$ cat src/rtl/bp_fe_ras.sv
// bp_fe_ras -- speculative return-address stack for the fetch front end.
//
// A call pushes pc+4. A return pops the top entry and predicts it in the
// same cycle. A call that is also a return replaces the top entry in place.
// A mispredict (restore_i) rolls back the stack state and inserts one cycle
// during which no scans are accepted.
//
// Optional feature macro: BP_FE_RAS_CKPT_EN
//   defined   : ckpt_save_i snapshots tos/count; restore_i reloads that snapshot
//   undefined : no snapshot registers; ckpt_save_i is ignored; restore_i empties the stack
//
// Ports
//   clk_i        in   sole clock, rising edge
//   reset_n_i    in   synchronous active-low reset
//   scan_v_i     in   scan result valid
//   call_i       in   scanned instruction is a call
//   ret_i        in   scanned instruction is a return
//   pc_i         in   PC of the scanned instruction
//   ready_o      out  scans accepted this cycle
//   pred_v_o     out  return prediction valid (combinational)
//   pred_addr_o  out  predicted return target (0 when not valid)
//   ckpt_save_i  in   snapshot tos/count after this cycle's operation
//   restore_i    in   mispredict: roll back speculative state
//   count_o      out  number of valid entries
module bp_fe_ras #(
    parameter int vaddr_width_p = 39,
    parameter int ras_els_p     = 8
) (
    input  logic                               clk_i,
    input  logic                               reset_n_i,
    input  logic                               scan_v_i,
    input  logic                               call_i,
    input  logic                               ret_i,
    input  logic [vaddr_width_p-1:0]           pc_i,
    output logic                               ready_o,
    output logic                               pred_v_o,
    output logic [vaddr_width_p-1:0]          pred_addr_o,
    input  logic                               ckpt_save_i,
    input  logic                               restore_i,
    output logic [$clog2(ras_els_p+1)-1:0]     count_o
);

    localparam int PTR_W = $clog2(ras_els_p);
    localparam int CNT_W = $clog2(ras_els_p + 1);
    localparam logic [CNT_W-1:0] FULL_CNT = CNT_W'(ras_els_p);

    typedef enum logic {
        e_run,
        e_restore
    } state_t;

    state_t                    r_state;
    state_t                    w_state_next;
    logic [PTR_W-1:0]          r_tos;
    logic [CNT_W-1:0]          r_count;
    logic [vaddr_width_p-1:0]  r_mem [ras_els_p];

    logic                      w_accept;
    logic                      w_has;
    logic                      w_push;
    logic                      w_swap;
    logic                      w_pop;
    logic                      w_we;
    logic [PTR_W-1:0]          w_waddr;
    logic [vaddr_width_p-1:0]  w_ret_addr;
    logic [PTR_W-1:0]          w_tos_next;
    logic [CNT_W-1:0]          w_count_next;
    logic [PTR_W-1:0]          w_rest_tos;
    logic [CNT_W-1:0]          w_rest_count;

`ifdef BP_FE_RAS_CKPT_EN
    logic [PTR_W-1:0]          r_ckpt_tos;
    logic [CNT_W-1:0]          r_ckpt_count;

    assign w_rest_tos   = r_ckpt_tos;
    assign w_rest_count = r_ckpt_count;

    // Snapshot reflects this cycle's accepted operation; a same-cycle
    // restore takes precedence and leaves the snapshot untouched.
    always_ff @(posedge clk_i) begin
        if (!reset_n_i) begin
            r_ckpt_tos   <= '0;
            r_ckpt_count <= '0;
        end else if (ckpt_save_i && !restore_i) begin
            r_ckpt_tos   <= w_tos_next;
            r_ckpt_count <= w_count_next;
        end
    end
`else
    logic w_unused_ckpt;
    assign w_unused_ckpt = ckpt_save_i;
    assign w_rest_tos    = '0;
    assign w_rest_count  = '0;
`endif

    // FSM state register
    always_ff @(posedge clk_i) begin
        if (!reset_n_i) begin
            r_state <= e_run;
        end else begin
            r_state <= w_state_next;
        end
    end

    // FSM next state: one bubble cycle after every restore request
    always_comb begin
        w_state_next = r_state;
        case (r_state)
            e_run:     if (restore_i) w_state_next = e_restore;
            e_restore: w_state_next = restore_i ? e_restore : e_run;
            default:   w_state_next = e_run;
        endcase
    end

    // Operation decode and next pointer/count
    always_comb begin
        w_accept     = reset_n_i & scan_v_i & (r_state == e_run) & !restore_i;
        w_has        = (r_count != '0);
        // call+ret on an empty stack degenerates to a plain push
        w_push       = w_accept & call_i & (!ret_i | !w_has);
        w_swap       = w_accept & call_i & ret_i & w_has;
        w_pop        = w_accept & ret_i & !call_i & w_has;
        w_ret_addr   = pc_i + vaddr_width_p'(4);
        w_we         = w_push | w_swap;
        w_waddr      = w_push ? (r_tos + PTR_W'(1)) : r_tos;
        w_tos_next   = r_tos;
        w_count_next = r_count;
        if (w_push) begin
            w_tos_next   = r_tos + PTR_W'(1);
            // when full the pointer wraps over the oldest entry
            w_count_next = (r_count == FULL_CNT) ? r_count : r_count + CNT_W'(1);
        end else if (w_pop) begin
            w_tos_next   = r_tos - PTR_W'(1);
            w_count_next = r_count - CNT_W'(1);
        end
    end

    always_ff @(posedge clk_i) begin
        if (!reset_n_i) begin
            r_tos   <= '0;
            r_count <= '0;
        end else if (restore_i) begin
            r_tos   <= w_rest_tos;
            r_count <= w_rest_count;
        end else begin
            r_tos   <= w_tos_next;
            r_count <= w_count_next;
        end
    end

    // Entry storage is not reset; only tos/count qualify its contents.
    always_ff @(posedge clk_i) begin
        if (w_we) begin
            r_mem[w_waddr] <= w_ret_addr;
        end
    end

    // Outputs are forced to their reset values while reset is asserted.
    assign pred_v_o    = w_accept & ret_i & w_has;
    assign pred_addr_o = pred_v_o ? r_mem[r_tos] : '0;
    assign ready_o     = !reset_n_i | (r_state == e_run);
    assign count_o     = reset_n_i ? r_count : '0;

endmodule
$ cat config.mk
export PLATFORM = sky130hd
export DESIGN_NAME = bp_fe_ras
export DESIGN_NICKNAME = d
export VERILOG_FILES = /design/src/rtl/bp_fe_ras.sv
export SDC_FILE = /design/constraint.sdc
export NUM_CORES = 1
export LEC_CHECK = 0
export BUFFER_PORTS_ARGS = -buffer_cell sky130_fd_sc_hd__buf_2
export CAP_MARGIN = 0
export CORE_MARGIN = 1.5
export CORE_UTILIZATION = 50
export CTS_CLUSTER_DIAMETER = 50
export DETAILED_ROUTE_END_ITERATION = 16
export GPL_TIMING_DRIVEN = 0
export PLACE_DENSITY_LB_ADDON = 0.05
export SETUP_SLACK_MARGIN = 0.15
export SLEW_MARGIN = 20
export SYNTH_ARGS = -nofsm -noshare
export SYNTH_HDL_FRONTEND = slang
export SYNTH_SLANG_ARGS = --single-unit
$ cat constraint.sdc
create_clock -name clk_i -period 5.86 [get_ports clk_i]
set_clock_uncertainty 0.2 [all_clocks]
set_input_delay 0.879 -clock clk_i [delete_from_list [all_inputs] [get_ports clk_i]]
set_output_delay 0.879 -clock clk_i [all_outputs]
set_load 0.01 [all_outputs]
# Yosys cells after proc, flatten, opt, wreduce, memory -nomap -nowiden
# Memory sizes are Yosys's and may differ from the RTL's. A register that Yosys moved wholly into a read port is not among the register bits.
# Index checks and enable logic that the tools add are counted.
[op_classes]
add_sub_neg = 5
n_eq_ne = 2
muxes = 13
bitwise_logic = 16
reduce_logical = 9
[op_table]
columns = ["op", "count"]
rows = [
  ["$add A39 B3 Y39 const B", 1],
  ["$mux W39", 1],
  ["$mux W4", 4],
  ["$mux W3", 5],
  ["$and A1 B1 Y1", 11],
  ["$logic_not A1 Y1", 5],
  ["$add A4 B1 Y4 const B", 1],
  ["$eq A4 B4 Y1 const B", 1],
  ["$reduce_bool A4 Y1", 1],
  ["$sub A4 B1 Y4 const B", 1],
  ["$add A3 B1 Y3 const B", 1],
  ["$mux W1", 3],
  ["$or A1 B1 Y1", 3],
  ["$sub A3 B1 Y3 const B", 1],
  ["$ne A2 B2 Y1 const B", 1],
  ["$not A1 Y1", 2],
  ["$reduce_and A2 Y1", 1],
  ["$reduce_bool A2 Y1", 1],
  ["$reduce_or A2 Y1", 1],
]
[word_totals]
reg_bits = 8
mem_bits_rw = 312
input_bits = 46
elab_cells = 49
n_memories = 1
[mem_list]
columns = ["memory", "words", "width", "rd", "rd_clocked_by_memory_dff", "write_ports", "line", "source"]
rows = [
  ["r_mem", 8, 39, 1, 1, 1, "56", "logic [vaddr_width_p-1:0] r_mem [ras_els_p];"],
]

# Depth between registers and ports, before layout
# Gate-level depths: netlist (run 1).
[logic_depth]
ltp_word = 10
depth_mapped = 8
ltp_nobuf = 8

# Worst setup path after synthesis (run 1)
# OpenSTA, ideal clock, no wires.
[synth_timing]
path_kind = "input-to-reg"
from = "input restore_i"
to = "memory r_mem[0][0] (enable)"
setup_ps = 435
arrival_ps = 3575
t_required_ps = 5225
path_slack_ps = 1649
stages = 5
n_path_buf = 0
cell_sequence = "and4bb_1 nand3_4 ha_1 nand3b_1 nor2_1"
[synth_via]
elab_chain_cells = 8
word_cells_on_any_way = 10
cone_classes = "mux (3); bitwise (6); reduce/logical (1)"
[synth_lines]
columns = ["element", "line", "source"]
rows = [
  ["from (decl)", "39", "input logic restore_i,"],
  ["$logic_not A1 Y1 *", "117", "w_accept = reset_n_i & scan_v_i & (r_state == e_run) & !restore_i;"],
  ["$and A1 B1 Y1 *", "117", ""],
  ["$and A1 B1 Y1 *", "120, 121", ""],
  ["$and A1 B1 Y1 (2 in a row)", "121", "w_swap = w_accept & call_i & ret_i & w_has;"],
  ["$or A1 B1 Y1", "124", "w_we = w_push | w_swap;"],
  ["$mux W1", "153", "if (w_we) begin"],
  ["$mux W1 (not written as such)", "154", "r_mem[w_waddr] <= w_ret_addr;"],
  ["to (decl)", "56", ""],
]
# Every way passes the cells marked *; elsewhere a longest branch is shown, timed or not.

==> run summary, run 1 <==
The switching power of the nets is 0.962 mW, and the adder-cell area share of the yosys netlist is 0.812%. In the post-route analysis, the smallest setup slack over all paths is 1.67 ns. Summed over all cells, the static leakage comes to 5.09 nW.

For the hold violation count in the final report, the log shows 0. The floorplan has 59 rows. The worst-margin pin slew works out to 1.02 ns.

The run finished with clean final reports. Sequential cells account for 51.5% of the total power. The wire-length estimate of the detail-placed layout is 19000 µm. The total number of H-tree levels is 2. Across the VDD grid, the largest voltage drop is 0.219 mV. In this run the standard cell core region covers 26100 µm².

Based on the critical path, the design can be clocked at up to 0.238 GHz. The post-synthesis area per instance was 19.2 µm². The tightest min-delay check is of the reg2reg type. TritonCTS built the clock tree. For this run, design rule violations remaining after detail routing come to 0.

In this run, post-CTS hold repair placed 0 buffers. The tightest hold path in the finished design has a slack of 0.380 ns. Number of gates given a new drive strength after cts: 0. The number of fill cells in the layout was 1936. Number of vias per cell: 5.74.

Measured against its own limit, the worst slew margin works out to 31.8%. The area fraction in and, or, nand and nor cells after synthesis was 5.30%. The critical path goes through buf_2 -> clkbuf_1 -> clkbuf_1 -> mux4_2 -> mux2i_1 -> nor2_1 -> buf_2. The chip height is 166 µm. The clock slew at the register clock pins of the worst setup and hold paths was 0.06 ns. Global routing used 22.0% of the available tracks across all layers. Setup repair after global routing left no endpoint under its margin. Once the clock tree was built, the setup fixing pass inserted 0 buffers. For the internal power contribution, the log shows 3.98 mW. The final clock period utilization by the worst path was 71.6%; the number of enable flip-flop cells after synthesis was 312. The tools report the number of sinks driven by the clock tree as 323. Along the worst path, the maximum fanout reaches 10.

For the final routed wirelength across all metal layers, the log shows 29100 µm. For this design the top-level I/O count stands at 91. The routed layout has 6851 vias. In this design, the stage delay of the slowest critical-path cell is 0.69 ns. In the synthesized netlist, the number of instances is 689. The tools report the total power as 4.94 mW. Worst endpoint required time: 4.78 ns.

The run gives 36 as the total clock buffers created by CTS. In the final routed layout, each cell accounts on average for 24.4 µm. Prior to clock tree synthesis, the placed netlist has a worst setup slack of 2.11 ns. The tools report the startpoint type of the worst setup path as a register. By area the synthesized netlist is led by edfxtp_1 (71%), mux4_2 (13%), mux2i_1 (2.9%). In this run the horizontal extent of the chip is 166 µm.

In this run the tool buffered the top-level ports with 88 buffer cells. The multiplexer share of the synthesized area was 16.2%. The portion of synthesized cell area occupied by the leading cell type was 70.7%. The slowest library cell on the worst path was clkbuf_1.

At the end of the flow the core is filled with cells to 60.5%. The tools report the count of different cell masters after synthesis as 50. Power spread over the standard cell area amounts to 313 nW/µm². In this run, the clock network consumes 45.4% of the power.

The run gives 3.12 ns as the data arrival time of the worst path. The first TritonRoute pass finished after 5 iterations. The synthesized netlist devotes 1.47% of its cell area to compound gates. The net count of the finished layout is 885. The biggest area contributor in the post-synthesis netlist is edfxtp_1. The synthesized design contains 323 register bits.

The tools report the number of global-route vias before repair as 7391. Subtracting the final worst setup slack from the clock period gives 4.19 ns. The die covers 27500 µm². The synthesis-to-layout area growth was 19.0%.

The max-slew violation count came out at 0. The worst setup path category was reg2out. For the final estimated routing congestion in global placement, the log shows 0.788. The number of design-rule violations left by the first detailed-router iteration came out at 573. Most frequently used flop master after synthesis: edfxtp_1. The logs give 0.50 ns for the insertion delay of the later-clocked pin in the worst-skew pair and 3 for the maximum buffer depth of the clock tree. For the global-route wire length before repair, the log shows 45300 µm. By area, the combinational part of the netlist is dominated by multiplexers. The share of post-route cells with drive strength above 1 was 30.7%.

The mapped netlist covers 13200 µm². The run gives 0 as the max-cap check violation count. Clock tree synthesis selected as its root buffer the cell clkbuf_16. The fraction of synthesized cell area in xor and xnor cells is 2.58%. Critical path endpoint category: an output port. The share of total power dissipated in combinational logic is 3.1%. The count of nets left with antenna violations once routing finished came out at 0. The switching share of total power was 19.5%; the fraction of the yosys area taken by sequential cells was 72.4%. After synthesis, the share of flip-flops with an asynchronous set or reset is 0%. The setup total negative slack is 0 ns.

The logs give 19 for the maximum number of pins on one net before global-route repair and 1 for the number of antenna violations at the first check in global routing. The run gives 0 as the remaining global-route overflow. The count of warnings emitted by yosys is 0. Setup violations remaining at the end of the flow were counted as 0. Counting every net in the synthesized netlist gives 743. For this configuration, the core starts out at a cell density of 50.8%.
layout by cell type, fill, tap and decap left out, drive strengths merged, types with 14 or more instances in the layout:
| master | synthesis | final |
|---|---|---|
| edfxtp | 312 | 312 |
| buf | 14 | 118 |
| mux4 | 78 | 78 |
| nor2 | 62 | 62 |
| clkbuf | 16 | 57 |
| mux2i | 39 | 39 |
| xnor2 | 26 | 26 |
| nand2 | 21 | 21 |
| clkinv | 1 | 14 |
kinds of logic (layout without fill, tap and decap cells):
logic type	after synthesis	in the layout
compound gates	22	22
xor+xnor	39	39
fa+ha+maj	8	8
buf+inv	38	206
flops	323	323
mux	117	117
other cells	0	1
simple gates	142	142
power by group through the flow:
stage | sequential [mW] | combinational [mW] | clock (mW)
6_report | 2.54 | 0.154 | 2.24
5_1_grt | 2.54 | 0.170 | 2.38
4_1_cts | 2.54 | 0.156 | 2.28
3_5_place_dp | 2.59 | 0.155 | 0
3_3_place_gp | 2.59 | 0.144 | 0
2_1_floorplan | 2.59 | 0.0922 | 0
per-layer routing:
metal / wire length [µm] / GRT usage [%] / up-vias
met3: 1110 / 3.57 / 33
met2: 14800 / 37.1 / 160
met4: 410 / 5.68 / 0
met5: 0 / 0 / -
li1: - / - / 3076
met1: 12700 / 30.2 / 3582
path summary, 6_finish.rpt:
path | cells after the start | endpoint | from | slack (ns)
worst max register to register | 6 | r_mem[4][19] | r_count[0] | 2.50
worst max-delay path | 7 | pred_addr_o[18] | register | 1.67
worst min-delay path | 2 | r_count[2] | r_count[2] | 0.38
worst min register to register | 2 | r_count[2] | r_count[2] | 0.38
state kept, by name (all words and copies together), names as in the netlist, named ones only:
| name | cells |
|---|---|
| r_tos | 3 |
| r_mem | 312 |
| r_count | 4 |
| r_state | 1 |
metrics by stage:
stage               instance area (µm²)  std cells
floorplan                         13200        689
global placement                  14100       1112
detailed placement                14600       1128
CTS                               15800       1192
global route                      15800       1193
finish                            15800       1193
worst max-delay path, delay by kind of cell, from the launching register on:
kind	cells	cell delay [ns]
buffers and inverters	4	1.58
muxes	2	0.62
DFF	1	0.32
and+or+nand+nor	1	0.09
final cells by class:
cell class | instances | area (µm²) | area share (%)
repair buffers | 104 | 853 | 5.41
plain buffers | 30 | 131 | 0.833
clock buffers | 41 | 941 | 5.97
well taps | 335 | 419 | 2.66
clock inverters | 23 | 245 | 1.56
multi-input cells | 328 | 3550 | 22.5
flip-flops and latches | 323 | 9590 | 60.8
diodes | 1 | 2.50 | 0.0159
inverters | 8 | 35.0 | 0.222
synth_stat cells, types with 2 or more instances:
| cell type | instances |
|---|---|
| buf_2 | 9 |
| nand2_1 | 21 |
| clkbuf_1 | 16 |
| nor2_1 | 62 |
| o31ai_1 | 2 |
| mux2i_1 | 39 |
| a21oi_1 | 3 |
| nand3_1 | 12 |
| or3_1 | 2 |
| a31oi_1 | 4 |
| buf_1 | 3 |
| nand4_1 | 10 |
| xnor2_1 | 26 |
| xor2_1 | 13 |
| inv_1 | 6 |
| nand3b_1 | 2 |
| dfxtp_1 | 11 |
| buf_4 | 2 |
| edfxtp_1 | 312 |
| ha_1 | 7 |
| mux4_2 | 78 |
| nor3_1 | 5 |
| nand2b_1 | 2 |
| and3_1 | 5 |
| and2_1 | 6 |
| a32oi_1 | 2 |
| and4_1 | 6 |
(Power assumes the default switching activity.)
==> run 2: changes to the inputs <==
clock period = 3.94 ns   (was 5.86 ns; I/O delays follow)
==> run summary, run 2 (synthesis results as in run 1) <==
The area of the multi-input gates was 3550 µm² (unchanged); the worst-margin pin slew was 1.02 ns (about the same). The count of input and output buffers was 88 (unchanged); the internal power contribution was 5.64 mW (was 3.98 mW). The class of the tightest hold or removal check was in2reg (was reg2reg). The logs give 0 ns (unchanged) for the setup total negative slack and 19100 µm (was 19000 µm) for the half-perimeter wire length after detailed placement. The final estimated routing congestion in global placement was 0.828 (was 0.788). The combinational fraction of design power is 3.3% (was 3.1%).

Setup repair after global routing left no endpoint under its margin. The tools report the final routed wirelength across all metal layers as 29100 µm (about the same). For the number of standard cells in the layout, taps in and fillers out, the log shows 1187 (was 1193). The final non-filler cell area came out at 15700 µm² (was 15800 µm²).

The logs give 0 (unchanged) for the antenna violation net count after detailed routing and 0.366 ns (was 1.67 ns) for the smallest setup slack after layout. The flip-flop count of the largest register after layout works out to 312 (unchanged). For the setup violation total in the final timing report, the log shows 0 (unchanged). The final clock period utilization by the worst path was 90.7%; the effective utilization at floorplan was 50.8% (unchanged). The maximum number of pins on one net before global-route repair was 19 (unchanged).

For the combined global-route utilization of all metal layers, the log shows 21.7% (was 22.0%). Timing would allow up to 0.280 GHz. The total power per unit cell area works out to 446 nW/µm² (was 313 nW/µm²).

Total number of H-tree levels: 2 (unchanged). The startpoint type of the worst setup path is a register (unchanged). The clock tree root driver cell was clkbuf_16 (unchanged). The synthesis-to-layout area growth works out to 18.3% (was 19.0%).

The switching share of total power came out at 19.4% (was 19.5%). Worst-path cell chain: buf_2 -> clkbuf_1 -> clkbuf_2 -> mux4_2 -> mux2i_1 -> nor2_1 -> buf_2 (was buf_2 -> clkbuf_1 -> clkbuf_1 -> mux4_2 -> mux2i_1 -> nor2_1 -> buf_2). The tools report the max-slew violation count as 0 (unchanged). Total clock buffers created by CTS: 35 (was 36). The area enclosed by the die boundary came out at 27500 µm² (unchanged). The run gives 59 (unchanged) as the number of placement rows. The chip height came out at 166 µm (unchanged). The flow ran to the end, and the final reports show no timing, DRC or antenna violations. Maximum buffer depth of the clock tree: 3 (unchanged).

The clock slew at the register clock pins of the worst setup and hold paths came out at 0.05 ns (was 0.06 ns). The largest driver fanout on the critical path works out to 10 (unchanged). TritonCTS built the clock tree.

The run gives 1129 (was 1128) as the number of placed instances, taps included. The tools report the critical path endpoint category as an output port (unchanged). The total iterations of the first detailed-routing run was 5 (unchanged); the net count of the finished layout was 885 (unchanged). The peak per-stage delay on the critical path is 0.54 ns (was 0.69 ns), and the post-placement setup slack is 0.316 ns (was 2.11 ns). The logs give 54.1% (was 51.5%) for the share of power burned in registers and 0 (unchanged) for the number of hold buffers added after cts. The most common cell after layout, fill and taps aside is edfxtp_1 (unchanged).

Data arrival time of the worst path: 2.78 ns (was 3.12 ns). The number of sinks driven by the clock tree was 323 (unchanged). The number of vias per cell is 5.85 (was 5.74), and the number of fill cells in the layout is 1922 (was 1936).

The placed standard-cell area was 14600 µm² (about the same). Worst setup path category: reg2out (unchanged). Most used cells in the layout excluding fill and tap cells: edfxtp_1 (312), buf_2 (98), mux4_2 (78), nor2_1 (54), mux2i_1 (39) (was edfxtp_1 (312), buf_2 (97), mux4_2 (78), nor2_1 (54), mux2i_1 (39)). The share of post-route cells with drive strength above 1 was 30.6% (was 30.7%); the max-cap check violation count was 0 (unchanged).

The storage element area was 9590 µm² (unchanged). The logs give 6942 (was 6851) for the total via count after detailed routing and 0 (unchanged) for the remaining global-route overflow. For the worst endpoint required time, the log shows 3.15 ns (was 4.78 ns). The slowest library cell on the worst path was clkbuf_1 (unchanged).

For the boundary pin count, the log shows 91 (unchanged). Worst ir drop on vdd: 0.339 mV (was 0.219 mV). The global-route wire length before repair came out at 44400 µm (was 45300 µm).

The dominant cell type by count on the critical path is buf_2. The number of antenna violations at the first check in global routing is 2 (was 1), and the minimum period implied by the final worst setup slack is 3.57 ns. The number of design-rule violations left by the first detailed-router iteration was 617 (was 573).

The tools report the switching power of the nets as 1.35 mW (was 0.962 mW). The die width is 166 µm (unchanged), and the clock network fraction of total power is 42.6% (was 45.4%). Register with the most flip-flops: r_mem (unchanged). The run gives 7266 (was 7391) as the number of global-route vias before repair. The average routed wire per standard cell was 24.5 µm (was 24.4 µm). The total power is 6.99 mW (was 4.94 mW), and the core box area is 26100 µm² (unchanged). Largest regs: r_mem (312), r_count (4), r_tos (3) (unchanged). Number of remaining DRC errors: 0 (unchanged). The worst max-slew margin expressed relative to the limit is 32.0% (was 31.8%), and the insertion delay of the later-clocked pin in the worst-skew pair is 0.50 ns (about the same). The hold violation count in the final report came out at 0 (unchanged). For the leakage power summed over all cells, the log shows 5.03 nW (was 5.09 nW).
run 2: cell count changes in the layout (fill, tap and decap cells not counted):
cell,previous run,this run
clkbuf_2,0,5
clkinv_2,4,0
clkinvlp_4,2,3
buf_16,13,15
inv_6,3,0
buf_2,97,98
diode_2,1,3
clkbuf_1,20,21
clkinv_1,9,4
buf_1,3,2
bufinv_16,5,1
buf_8,1,0
run 2: critical path: cells and delay by family (launching register included):
kind	cells	cell delay [ns]
and+or+nand+nor	1	0.10
buffers and inverters	4	1.35
muxes	2	0.52
DFF	1	0.31
run 2: what timing repair did:
action                                  in CTS  in global routing
buffers inserted                             0                  0
endpoints found under the setup margin      20                 30
gates resized for setup                      3                  6
gates cloned                                 0                  0
run 2: cell type report:
type                    count  share of cell area, %
diodes                      3                 0.0479
plain buffers              30                  0.886
clock buffers              47                   6.15
clock inverters             8                  0.431
inverters                   8                  0.224
multi-input cells         328                   22.7
flip-flops and latches    323                   61.2
well taps                 335                   2.68
repair buffers            105                   5.70
run 2: worst paths after layout:
kind                   start         endpoint  slack, ns  cells after the start
setup / recovery    register  pred_addr_o[18]       0.37                      7
hold / removal     restore_i          r_state       0.13                      2
setup reg to reg  r_count[0]     r_mem[7][33]       0.40                      7
hold reg to reg   r_count[2]       r_count[2]       0.38                      2
run 2: metrics by stage:
stage	hold slack, ns	util, %
4_1_cts	0.116	60.1
3_3_place_gp	0.340	54.2
6_report	0.130	60.1
2_1_floorplan	0.314	-
3_5_place_dp	0.367	56.1
5_1_grt	0.130	60.1
run 2: per-layer routing:
metal | track usage [%] | routed length, µm
met1 | 30.4 | 12600
met2 | 36.0 | 14500
met3 | 2.96 | 1350
met4 | 6.58 | 586
met5 | 0 | 0
run 2: power by group through the flow:
stage               registers (mW)  logic (mW)  clock network (mW)
floorplan                     3.85       0.137                   0
global placement              3.86       0.213                   0
detailed placement            3.86       0.229                   0
CTS                           3.78       0.230                3.03
global route                  3.78       0.250                3.16
finish                        3.78       0.229                2.98
